`src/rtl/de_pipe_reg.sv`:
```
// D->E pipeline register for the P7 MIPS core, in front of the mult/div unit.
// Latency: D->E 1 cycle; stall_out is combinational (0 cycles).
// Backpressure: stall_out freezes PC and F/D; E gets a bubble, while a Req flush overrides the stall.
// Optional feature: define MD_STALL_CNT_EN to build the saturating mult/div stall counter.
module de_pipe_reg #(
  parameter logic [31:0] RESET_PC   = 32'h0000_3000,
  parameter logic [31:0] HANDLER_PC = 32'h0000_4180
) (
  input  logic        clk,
  input  logic        reset,
  input  logic        Req,
  input  logic        hz_stall_in,
  input  logic        md_busy,
  input  logic [31:0] D_instr,
  input  logic [31:0] D_pc,
  input  logic [31:0] D_rs_data,
  input  logic [31:0] D_rt_data,
  input  logic [31:0] D_ext,
  input  logic [4:0]  D_exccode,
  input  logic        D_bd,
  output logic [31:0] E_instr,
  output logic [31:0] E_pc,
  output logic [31:0] E_rs_data,
  output logic [31:0] E_rt_data,
  output logic [31:0] E_ext,
  output logic [4:0]  E_exccode,
  output logic        E_bd,
  output logic        stall_out,
  output logic [31:0] md_stall_cnt
);

  logic [31:0] r_e_instr;
  logic [31:0] r_e_pc;
  logic [31:0] r_e_rs_data;
  logic [31:0] r_e_rt_data;
  logic [31:0] r_e_ext;
  logic [4:0]  r_e_exccode;
  logic        r_e_bd;

  logic        w_d_is_md;
  logic        w_e_start;
  logic        w_md_stall;
  logic        w_stall;

  // Decode D: any instruction that touches the mult/div unit (starts or HI/LO moves).
  always_comb begin
    w_d_is_md = 1'b0;
    if (D_instr[31:26] == 6'h00) begin
      case (D_instr[5:0])
        6'h18, 6'h19, 6'h1A, 6'h1B,
        6'h10, 6'h11, 6'h12, 6'h13: w_d_is_md = 1'b1;
        default:                    w_d_is_md = 1'b0;
      endcase
    end
  end

  // Decode E: an instruction that will start the mult/div unit next cycle.
  // A bubble (all-zero sll) has funct 0 and so never counts as a start.
  always_comb begin
    w_e_start = 1'b0;
    if (r_e_instr[31:26] == 6'h00) begin
      case (r_e_instr[5:0])
        6'h18, 6'h19, 6'h1A, 6'h1B: w_e_start = 1'b1;
        default:                    w_e_start = 1'b0;
      endcase
    end
  end

  assign w_md_stall = w_d_is_md && (w_e_start || md_busy);
  // A flush discards D anyway, so holding it would only delay the handler.
  assign w_stall    = (w_md_stall || hz_stall_in) && !Req;
  assign stall_out  = w_stall;

  // E register update: reset > flush > bubble > load.
  always_ff @(posedge clk) begin
    if (reset) begin
      r_e_instr   <= 32'h0;
      r_e_pc      <= RESET_PC;
      r_e_rs_data <= 32'h0;
      r_e_rt_data <= 32'h0;
      r_e_ext     <= 32'h0;
      r_e_exccode <= 5'h0;
      r_e_bd      <= 1'b0;
    end else if (Req) begin
      r_e_instr   <= 32'h0;
      r_e_pc      <= HANDLER_PC;
      r_e_rs_data <= 32'h0;
      r_e_rt_data <= 32'h0;
      r_e_ext     <= 32'h0;
      r_e_exccode <= 5'h0;
      r_e_bd      <= 1'b0;
    end else if (w_stall) begin
      // Bubble keeps PC/BD of the held D instruction so EPC stays correct
      // if an interrupt lands on the bubble; the exception code stays in D.
      r_e_instr   <= 32'h0;
      r_e_pc      <= D_pc;
      r_e_rs_data <= 32'h0;
      r_e_rt_data <= 32'h0;
      r_e_ext     <= 32'h0;
      r_e_exccode <= 5'h0;
      r_e_bd      <= D_bd;
    end else begin
      r_e_instr   <= D_instr;
      r_e_pc      <= D_pc;
      r_e_rs_data <= D_rs_data;
      r_e_rt_data <= D_rt_data;
      r_e_ext     <= D_ext;
      r_e_exccode <= D_exccode;
      r_e_bd      <= D_bd;
    end
  end

  assign E_instr   = r_e_instr;
  assign E_pc      = r_e_pc;
  assign E_rs_data = r_e_rs_data;
  assign E_rt_data = r_e_rt_data;
  assign E_ext     = r_e_ext;
  assign E_exccode = r_e_exccode;
  assign E_bd      = r_e_bd;

`ifdef MD_STALL_CNT_EN
  logic [31:0] r_md_stall_cnt;

  // Count cycles lost to mult/div stalls; flushed cycles are not lost to md.
  always_ff @(posedge clk) begin
    if (reset) begin
      r_md_stall_cnt <= 32'h0;
    end else if (w_md_stall && !Req && (r_md_stall_cnt != 32'hFFFF_FFFF)) begin
      r_md_stall_cnt <= r_md_stall_cnt + 32'd1;
    end
  end

  assign md_stall_cnt = r_md_stall_cnt;
`else
  assign md_stall_cnt = 32'h0;
`endif

endmodule

```
`config.mk`:
```
export PLATFORM = sky130hd
export DESIGN_NAME = de_pipe_reg
export DESIGN_NICKNAME = d
export VERILOG_FILES = /design/src/rtl/de_pipe_reg.sv
export SDC_FILE = /design/constraint.sdc
export NUM_CORES = 1
export LEC_CHECK = 0
export ABC_CLOCK_PERIOD_IN_PS = 2970
export CELL_PAD_IN_SITES_DETAIL_PLACEMENT = 0
export CELL_PAD_IN_SITES_GLOBAL_PLACEMENT = 1
export CORE_MARGIN = 10
export CORE_UTILIZATION = 30
export CTS_BUF_LIST = sky130_fd_sc_hd__clkbuf_8
export CTS_CLUSTER_SIZE = 28
export DETAILED_ROUTE_END_ITERATION = 7
export GPL_TIMING_DRIVEN = 0
export HOLD_SLACK_MARGIN = 0.06
export PLACE_DENSITY_LB_ADDON = 0.1
export SETUP_SLACK_MARGIN = 0.5
export SLEW_MARGIN = 20
export SYNTH_ARGS = -nofsm -noshare
export SYNTH_HDL_FRONTEND = slang
export SYNTH_SLANG_ARGS = --single-unit
```
`constraint.sdc`:
```
create_clock -name clk -period 2.97 [get_ports clk]
set_input_delay 0.4455 -clock clk [delete_from_list [all_inputs] [get_ports clk]]
set_output_delay 0.4455 -clock clk [all_outputs]
set_load 0.02 [all_outputs]
```
==> metrics.md, run 1 <==
| Metric | Value |
|---|---|
| Outcome | `complete, no violations` |
| Htree depth | `4` |
| PortBufs | `335` |
| Top cell type's share of synthesized area | `roughly half` |
| Sequential area share after synthesis | `roughly 50%` |
| Gr ovfl total | `0` |
| Final clock skew | `21.3 ps` |
| RSZ-0062 raised after global routing | `true` |
| Worst hold slack | `about 360 ps` |
| First-pass GRT wire length | `39200 um` |
| Initial Util | `30.6%` |
| Max_slew headroom | `52.8%` |
| Area of the multi-input gates | `2710 um^2` |
| Register area | `3320 um^2` |
| Yosys warns | `0` |
| Mapped Cells | `704` |
| Overall global routing resource usage | `17.8%` |
| Pre-Repair DR Iteration Count | `5` |
| Final hold violations | `0` |
| Fmax | `412 MHz` |
| Chip height | `167 um` |
| Die area | `27800 um^2` |
| Sw power | `1.35 mW` |
| Worst EP arrival | `between 1500 and 2000 ps` |
| DR iter-0 viols | `roughly 380` |
| Clock Power Share | `38.0%` |
| Vias | `roughly 6400` |
| Root buf cell | `clkbuf_8` |
| Slew Viols, Final | `0` |
| CTS tree | `built` |
| Hold path depth | `2` |
| Remaining DRCs | `0` |
| CP endpoint kind | `primary output` |
| Maximum vdd drop | `0.242 mV` |
| Mapped cell area | `6450 um^2` |
| Nets@finish | `1261` |
| Setup TNS | `0 ps` |
| Final Cycle Share | `between 80% and 90%` |
| Vias/cell | `4.64` |
| Final Power | `5.17 mW` |
| Row count | `53` |
| DP Cell Count | `1345` |
| Largest net degree at the start of global routing | `17` |
| R2R Setup Slk | `roughly 1100 ps` |
| Setup crit start kind | `input pin` |
| Post-route ant nets | `0` |
| Dpl hpwl | `between 15000 and 20000 um` |
| Fillcell total | `2019` |
| Commonest non-fill, non-tap cell in the layout | `clkdlybuf4s50_1` |
| Non-Filler Instances | `1381` |
| Top-level I/O count | `370` |
| Minimum clock period | `~2400 ps` |
| DP Area | `about 10000 um^2` |
| Share of cells above drive strength 1 | `9.97%` |
| CTS Buf Count | `17` |
| Seq pwr share | `45.3%` |
| Synth area leader | `dfxtp_1` |
| Routed WL | `~26000 um` |
| Int Pwr | `3.82 mW` |
| Library cells used by synthesis | `21` |
| Vias in the first global route | `~6400` |
| Worst setup path class | `input pin to primary output` |
| Area delta synth->final | `67.8%` |
| Antenna violations before repair | `2` |
| FF+latch count, synth | `between 150 and 200` |
| Comb pwr share | `~17%` |
| Max-Cap Viols | `0` |
| CTS Buffer Depth | `2` |
| Commonest non-fill, non-tap cells in the layout | `clkdlybuf4s50_1 (333), dfxtp_1 (166), nand2_1 (125), nand3b_1 (125), o22ai_1 (125)` |
| Average size of a mapped cell | `9.16 um^2` |
| Wire per inst | `around 19 um` |
| Leak | `4.06 nW` |
| Endpoints failing setup | `0` |
| Core area | `21100 um^2` |
| CP required | `2520 ps` |
| PwrDens | `478 nW/um^2` |
| Die W | `167 um` |
| Clk_lat worst skew | `450 ps` |
| Hold Path Class | `input pin to flip-flop` |
| TritonCTS Sinks | `between 150 and 200` |
| Routability cong. | `0.776` |
| Post-route cell area | `10800 um^2` |
| Net Sw Frac | `26.2%` |
| Largest cells by area after synthesis | `dfxtp_1 (52%), nand3b_1 (15%), o22ai_1 (12%)` |
| Worst reg2reg path depth | `6` |
| Least-Margin Pin Slew | `705 ps` |
| Critical path peak fanout | `3` |
| Clock slew at reported path FFs | `80 ps` |
[power groups by stage]
stage,Combinational [mW],Sequential [mW],Clock [mW]
floorplan,0.241,2.51,0
global placement,0.859,2.39,0
detailed placement,0.861,2.39,0
CTS,0.867,2.34,2.02
global route,0.927,2.35,2.08
finish,0.866,2.34,1.96
[state kept, by name, summed over array words and instances, names as in the netlist]
| name | cells |
|---|---|
| E_rt_data | 32 |
| E_instr | 32 |
| E_rs_data | 32 |
| E_exccode | 5 |
| E_pc | 32 |
| E_bd | 1 |
| E_ext | 32 |
[synthesized netlist by cell type]
library cell	count
dfxtp_1	166
nand2_1	125
nand3b_1	125
o22ai_1	125
buf_4	38
and2_1	36
clkbuf_1	35
buf_2	31
nor2_1	7
nor4_1	3
a21o_1	2
nand2b_1	2
a221o_1	1
and4b_1	1
conb_1	1
inv_1	1
nor3_1	1
nor3_2	1
nor4b_1	1
or3_1	1
or4_4	1
[critical path, stage by stage]
cell,delay [ps]
clkdlybuf4s50_1,420
or4_4,600
nor4_4,160
a221o_1,220
buf_6,130
[routing by layer]
layer / up-vias / track usage [%] / wire length [um]
li1: 3170 / - / -
met1: 2962 / 19.7 / 10300
met2: 254 / 29.8 / 12800
met3: 21 / 8.19 / 2590
met4: 0 / 5.73 / 379
met5: - / 0 / 0
[kinds of logic after synthesis]
| logic type | count (synthesis) | synth area share, % |
|---|---|---|
| buf+inv | 105 | 8.92 |
| flops | 166 | 51.5 |
| other cells | 1 | 0.0581 |
| compound gates | 128 | 12.5 |
| simple gates | 304 | 27.0 |
[worst paths after layout]
| check | end | start |
|---|---|---|
| worst max-delay path | stall_out | D_instr[2] |
| worst min-delay path | E_pc[7] | reset |
| worst max register to register | E_rt_data[13] | E_instr[31] |
| worst min register to register | E_instr[14] | E_instr[4] |
[through the flow]
step           util, %  worst slack [ps]
2_1_floorplan        -               977
3_3_place_gp      48.7             -29.3
3_5_place_dp      48.7             -57.8
4_1_cts           51.2               503
5_1_grt           51.3               468
6_report          51.3               540
[timing repair]
item,in CTS,in global routing
hold buffers,0,0
setup endpoints to repair,1,10
resized for setup,15,6
cloned,0,0
pin swaps,1,4
buffers inserted,1,0
[layout make-up]
cell class,instances,share of cell area [%]
Timing Repair Buffer,336,31.1
Sequential cell,166,30.7
Clock inverter,15,2.27
Buffer,104,5.45
Multi-Input combinational cell,464,25.1
Antenna cell,3,0.0694
Inverter,1,0.0347
Tap cell,275,3.18
Clock buffer,17,2.16
No activity file was read; power rests on OpenSTA's default activity.
==> inputs of run 2 (changes only) <==
ABC_CLOCK_PERIOD_IN_PS = 2500   (was 2970)
CORE_UTILIZATION = 28   (was 30)
clock period = 2.5 ns   (was 2.97 ns; I/O delays follow)
==> metrics.md, run 2 (synthesis results as in run 1) <==
| Metric | Value |
|---|---|
| Critical path peak fanout | `3 (unchanged)` |
| Fillcell total | `2108 (was 2019)` |
| Post-route cell area | `10800 um^2 (about the same)` |
| CP bufs+invs | `2 (unchanged)` |
| Routed WL | `26300 um (was 26100 um)` |
| Worst setup path class | `input pin to primary output (unchanged)` |
| Root buf cell | `clkbuf_8 (unchanged)` |
| Initial Util | `28.5% (was 30.6%)` |
| Max-Cap Viols | `0 (unchanged)` |
| Clock Power Share | `33.4% (was 38.0%)` |
| Wire per inst | `18.8 um (was 18.9 um)` |
| Comb pwr share | `17.9% (was 16.8%)` |
| Max_slew headroom | `64.8% (was 52.8%)` |
| Nets@finish | `1264 (was 1261)` |
| Vias in the first global route | `6310 (was 6383)` |
| CP delay by family, top | `simple AND/OR/NAND/NOR gates (unchanged)` |
| Final Cycle Share | `between 80% and 90%` |
| Htree depth | `4 (unchanged)` |
| Leak | `4.04 nW (was 4.06 nW)` |
| DP Cell Count | `1355 (was 1345)` |
| Hold-fix buffers, CTS | `0 (unchanged)` |
| Commonest non-fill, non-tap cells in the layout | `clkdlybuf4s50_1 (333), dfxtp_1 (162), nand2_1 (125), nand3b_1 (125), o22ai_1 (125) (was clkdlybuf4s50_1 (333), dfxtp_1 (166), nand2_1 (125), nand3b_1 (125), o22ai_1 (125))` |
| Vias/cell | `4.56 (was 4.64)` |
| Register area | `3330 um^2 (was 3320 um^2)` |
| Sw power | `1.66 mW (was 1.35 mW)` |
| Hold Path Class | `input pin to flip-flop (unchanged)` |
| Outcome | `complete, no violations (unchanged)` |
| Worst hold slack | `279 ps (was 357 ps)` |
| Non-Filler Instances | `1396 (was 1381)` |
| PwrDens | `530 nW/um^2 (was 478 nW/um^2)` |
| CTS Buffer Depth | `2 (unchanged)` |
| Seq pwr share | `48.7% (was 45.3%)` |
| Dpl hpwl | `20200 um (was 19900 um)` |
| Post-route ant nets | `0 (unchanged)` |
| Die area | `29500 um^2 (was 27800 um^2)` |
| Gr ovfl total | `0 (unchanged)` |
| Overall global routing resource usage | `17.0% (was 17.8%)` |
| Top-level I/O count | `370 (unchanged)` |
| Util after Layout | `47.7% (was 51.3%)` |
| Clk_lat worst skew | `460 ps (was 450 ps)` |
| Clock slew at reported path FFs | `100 ps (was 80 ps)` |
| Endpoints failing setup | `0 (unchanged)` |
| CTS Buf Count | `17 (unchanged)` |
| Row count | `55 (was 53)` |
| Chip height | `172 um (was 167 um)` |
| Pre-Repair DR Iteration Count | `5 (unchanged)` |
| Vias | `6369 (was 6407)` |
| Hold path depth | `2 (unchanged)` |
| CTS tree | `built (unchanged)` |
| First-pass GRT wire length | `38000 um (was 39200 um)` |
| PortBufs | `335 (unchanged)` |
| Routability cong. | `0.787 (was 0.776)` |
| Largest net degree at the start of global routing | `19 (was 17)` |
| Net Sw Frac | `29.0% (was 26.2%)` |
| DR iter-0 viols | `382 (unchanged)` |
| Crit-path cells | `clkdlybuf4s50_1 > or4_4 > nor4_2 > a221o_1 > buf_6 (was clkdlybuf4s50_1 > or4_4 > nor4_4 > a221o_1 > buf_6)` |
| Crit path depth | `5 (unchanged)` |
| Int Pwr | `4.06 mW (was 3.82 mW)` |
| CP endpoint kind | `primary output (unchanged)` |
| Slew Viols, Final | `0 (unchanged)` |
| TritonCTS Sinks | `166 (unchanged)` |
| Least-Margin Pin Slew | `527 ps (was 705 ps)` |
| Minimum clock period | `2220 ps` |
| CP max stage cell | `or4_4 (unchanged)` |
| Worst EP arrival | `1840 ps (was 1980 ps)` |
| Area delta synth->final | `67.5% (was 67.8%)` |
| CP required | `2120 ps (was 2520 ps)` |
| Commonest non-fill, non-tap cell in the layout | `clkdlybuf4s50_1 (unchanged)` |
| Share of cells above drive strength 1 | `11.2% (was 9.97%)` |
| Die W | `172 um (was 167 um)` |
| Final clock skew | `29.0 ps (was 21.3 ps)` |
| Final Power | `5.72 mW (was 5.17 mW)` |
| Fmax | `450 MHz` |
| DP Area | `10300 um^2 (about the same)` |
| Worst reg2reg path depth | `6 (unchanged)` |
| Crit-path max cell delay | `580 ps (was 600 ps)` |
| Maximum vdd drop | `0.260 mV (was 0.242 mV)` |
| Final hold violations | `0 (unchanged)` |
| Core area | `22600 um^2 (was 21100 um^2)` |
| RSZ-0062 raised after global routing | `true (unchanged)` |
| Area of the multi-input gates | `2710 um^2 (about the same)` |
| Antenna violations before repair | `6 (was 2)` |
| Remaining DRCs | `0 (unchanged)` |
| Setup crit start kind | `input pin (unchanged)` |
[run 2: power groups by stage]
stage	Clock [mW]	Combinational, mW	Sequential [mW]
floorplan	0	0.286	2.99
global placement	0	1.02	2.84
detailed placement	0	1.02	2.85
CTS	2.00	1.03	2.79
global route	2.10	1.10	2.80
finish	1.91	1.03	2.78
[run 2: cell type report]
type | count | area share, %
repair buffers | 339 | 31.5
flip-flops and latches | 166 | 30.8
multi-input cells | 464 | 25.1
plain buffers | 104 | 5.61
well taps | 285 | 3.30
clock buffers | 17 | 2.16
clock inverters | 15 | 1.41
diodes | 5 | 0.116
inverters | 1 | 0.0347
[run 2: timing repair]
action | 4_1_cts | 5_1_grt
pin swaps | 7 | 3
setup buffers | 4 | 0
resized for setup | 23 | 13
endpoints found under the setup margin | 126 | 104
[run 2: final timing paths]
check | start | to | slack (ps)
worst max-delay path | D_instr[2] | stall_out | 280
worst min-delay path | reset | E_pc[14] | 280
worst max register to register | E_instr[2] | E_rt_data[21] | 620
worst min register to register | E_instr[4] | E_instr[14] | 1090
[run 2: layer usage]
layer | GRT usage (%) | up-vias | wire, um
li1 | - | 3190 | -
met1 | 18.2 | 2915 | 10100
met2 | 27.9 | 230 | 12600
met3 | 9.24 | 28 | 3110
met4 | 5.58 | 6 | 452
met5 | 0 | - | 41
[run 2: metrics by stage]
step           TNS, ps  worst slack (ps)
2_1_floorplan        0               578
3_3_place_gp    -28870              -502
3_5_place_dp    -31640              -496
4_1_cts              0               225
5_1_grt              0               199
6_report             0               280
==> inputs of run 3 (changes only) <==
ABC_CLOCK_PERIOD_IN_PS = 2600   (was 2500)
CORE_UTILIZATION = 30   (was 28)
clock period = 2.6 ns   (was 2.5 ns; I/O delays follow)
==> metrics.md, run 3 (synthesis results as in run 1) <==
| Metric | Value |
|---|---|
| Maximum vdd drop | `0.277 mV (was 0.260 mV)` |
| PortBufs | `335 (unchanged)` |
| Overall global routing resource usage | `17.9% (was 17.0%)` |
| Area of the multi-input gates | `2730 um^2 (was 2710 um^2)` |
| Row count | `53 (was 55)` |
| Endpoints failing setup | `0 (unchanged)` |
| Final clock skew | `21.2 ps (was 29.0 ps)` |
| Leak | `4.10 nW (was 4.04 nW)` |
| Commonest non-fill, non-tap cells in the layout | `clkdlybuf4s50_1 (333), dfxtp_1 (162), nand2_1 (125), nand3b_1 (125), o22ai_1 (125) (unchanged)` |
| CP delay by family, top | `simple AND/OR/NAND/NOR gates (unchanged)` |
| Gr ovfl total | `0 (unchanged)` |
| Clock slew at reported path FFs | `80 ps (was 100 ps)` |
| Worst setup path class | `input pin to primary output (unchanged)` |
| Hold-fix buffers, CTS | `0 (unchanged)` |
| Chip height | `167 um (was 172 um)` |
| Setup crit start kind | `input pin (unchanged)` |
| PwrDens | `542 nW/um^2 (was 530 nW/um^2)` |
| Vias/cell | `4.64 (was 4.56)` |
| Worst hold slack | `297 ps (was 279 ps)` |
| CTS Buffer Depth | `2 (unchanged)` |
| Outcome | `complete, no violations (unchanged)` |
| CP max stage cell | `or4_4 (unchanged)` |
| CP required | `2210 ps (was 2120 ps)` |
| Die W | `167 um (was 172 um)` |
| Crit-path cells | `clkdlybuf4s50_1 > or4_4 > nor4_2 > a221o_1 > buf_6 (unchanged)` |
| Vias | `6435 (was 6369)` |
| Post-route cell area | `10900 um^2 (was 10800 um^2)` |
| Max-Cap Viols | `0 (unchanged)` |
| Wire per inst | `18.8 um (about the same)` |
| Dpl hpwl | `19900 um (was 20200 um)` |
| Core area | `21100 um^2 (was 22600 um^2)` |
| RSZ-0062 raised after global routing | `true (unchanged)` |
| Max_slew headroom | `61.0% (was 64.8%)` |
| Remaining DRCs | `0 (unchanged)` |
| Register area | `3330 um^2 (unchanged)` |
| Final hold violations | `0 (unchanged)` |
| Pre-Repair DR Iteration Count | `5 (unchanged)` |
| Htree depth | `4 (unchanged)` |
| Die area | `27800 um^2 (was 29500 um^2)` |
| Routed WL | `26100 um (was 26300 um)` |
| Antenna violations before repair | `2 (was 6)` |
| Slew Viols, Final | `0 (unchanged)` |
| Largest net degree at the start of global routing | `17 (was 19)` |
| Crit-path max cell delay | `580 ps (about the same)` |
| First-pass GRT wire length | `39300 um (was 38000 um)` |
| Nets@finish | `1267 (was 1264)` |
| Routability cong. | `0.776 (was 0.787)` |
| Critical path peak fanout | `3 (unchanged)` |
| Fmax | `442 MHz` |
| Minimum clock period | `2260 ps` |
| DP Area | `10300 um^2 (about the same)` |
| CTS Buf Count | `17 (unchanged)` |
| Vias in the first global route | `6404 (was 6310)` |
| Hold Path Class | `input pin to flip-flop (unchanged)` |
| Top-level I/O count | `370 (unchanged)` |
| Share of cells above drive strength 1 | `11.2% (about the same)` |
| Area delta synth->final | `68.9% (was 67.5%)` |
| Least-Margin Pin Slew | `585 ps (was 527 ps)` |
| Initial Util | `30.6% (was 28.5%)` |
| CTS tree | `built (unchanged)` |
| TritonCTS Sinks | `166 (unchanged)` |
| Clk_lat worst skew | `460 ps (about the same)` |
| Setup TNS | `0 ps (unchanged)` |
| Root buf cell | `clkbuf_8 (unchanged)` |
| Fillcell total | `2011 (was 2108)` |
| CP endpoint kind | `primary output (unchanged)` |
| Final Cycle Share | `about 87%` |
| DP Cell Count | `1345 (was 1355)` |
| Post-route ant nets | `0 (unchanged)` |
| Commonest non-fill, non-tap cell in the layout | `clkdlybuf4s50_1 (unchanged)` |
| DR iter-0 viols | `384 (was 382)` |
| CP bufs+invs | `2 (unchanged)` |
| Worst EP arrival | `1870 ps (was 1840 ps)` |
| Non-Filler Instances | `1387 (was 1396)` |
## run 3: final timing paths
kind,to,slack [ps],startpoint,depth (start not counted)
worst max-delay path,stall_out,340,D_instr[2],5
worst min-delay path,E_pc[7],300,reset,2
worst max register to register,E_instr[8],620,E_instr[30],8
worst min register to register,E_instr[14],1120,E_instr[4],6
## run 3: routing by layer
metal  wire length (um)  GRT usage [%]  vias to the layer above
met5                  0              0                        -
met4                398           5.73                        0
met3               2630           8.19                       22
met2              12900           29.8                      248
met1              10300           19.9                     2979
li1                   -              -                     3186
## run 3: where the power goes
part,switching (mW),total [mW],internal (mW)
Clock,1.07,2.24,1.18
Sequential,0.0285,2.68,2.65
Combinational,0.452,0.993,0.542
Total,1.55,5.91,4.36
## run 3: final cells by class
cell class,count,area share (%)
inverters,1,0.0344
flip-flops and latches,166,30.5
clock inverters,15,2.25
clock buffers,17,2.15
repair buffers,342,31.2
diodes,3,0.0689
plain buffers,104,5.53
multi-input cells,464,25.0
well taps,275,3.16
## run 3: per-stage QoR
stage / total power [mW] / util (%) / setup WS, ps
floorplan: 3.15 / - / 663
global placement: 3.71 / 48.7 / -344
detailed placement: 3.72 / 48.7 / -372
CTS: 5.97 / 51.5 / 328
global route: 6.13 / 51.7 / 278
finish: 5.91 / 51.7 / 338
## run 3: timing repair
item | 4_1_cts | 5_1_grt
setup buffers | 6 | 1
resized for setup | 25 | 8
setup endpoints to repair | 126 | 4
pin swaps | 8 | 3
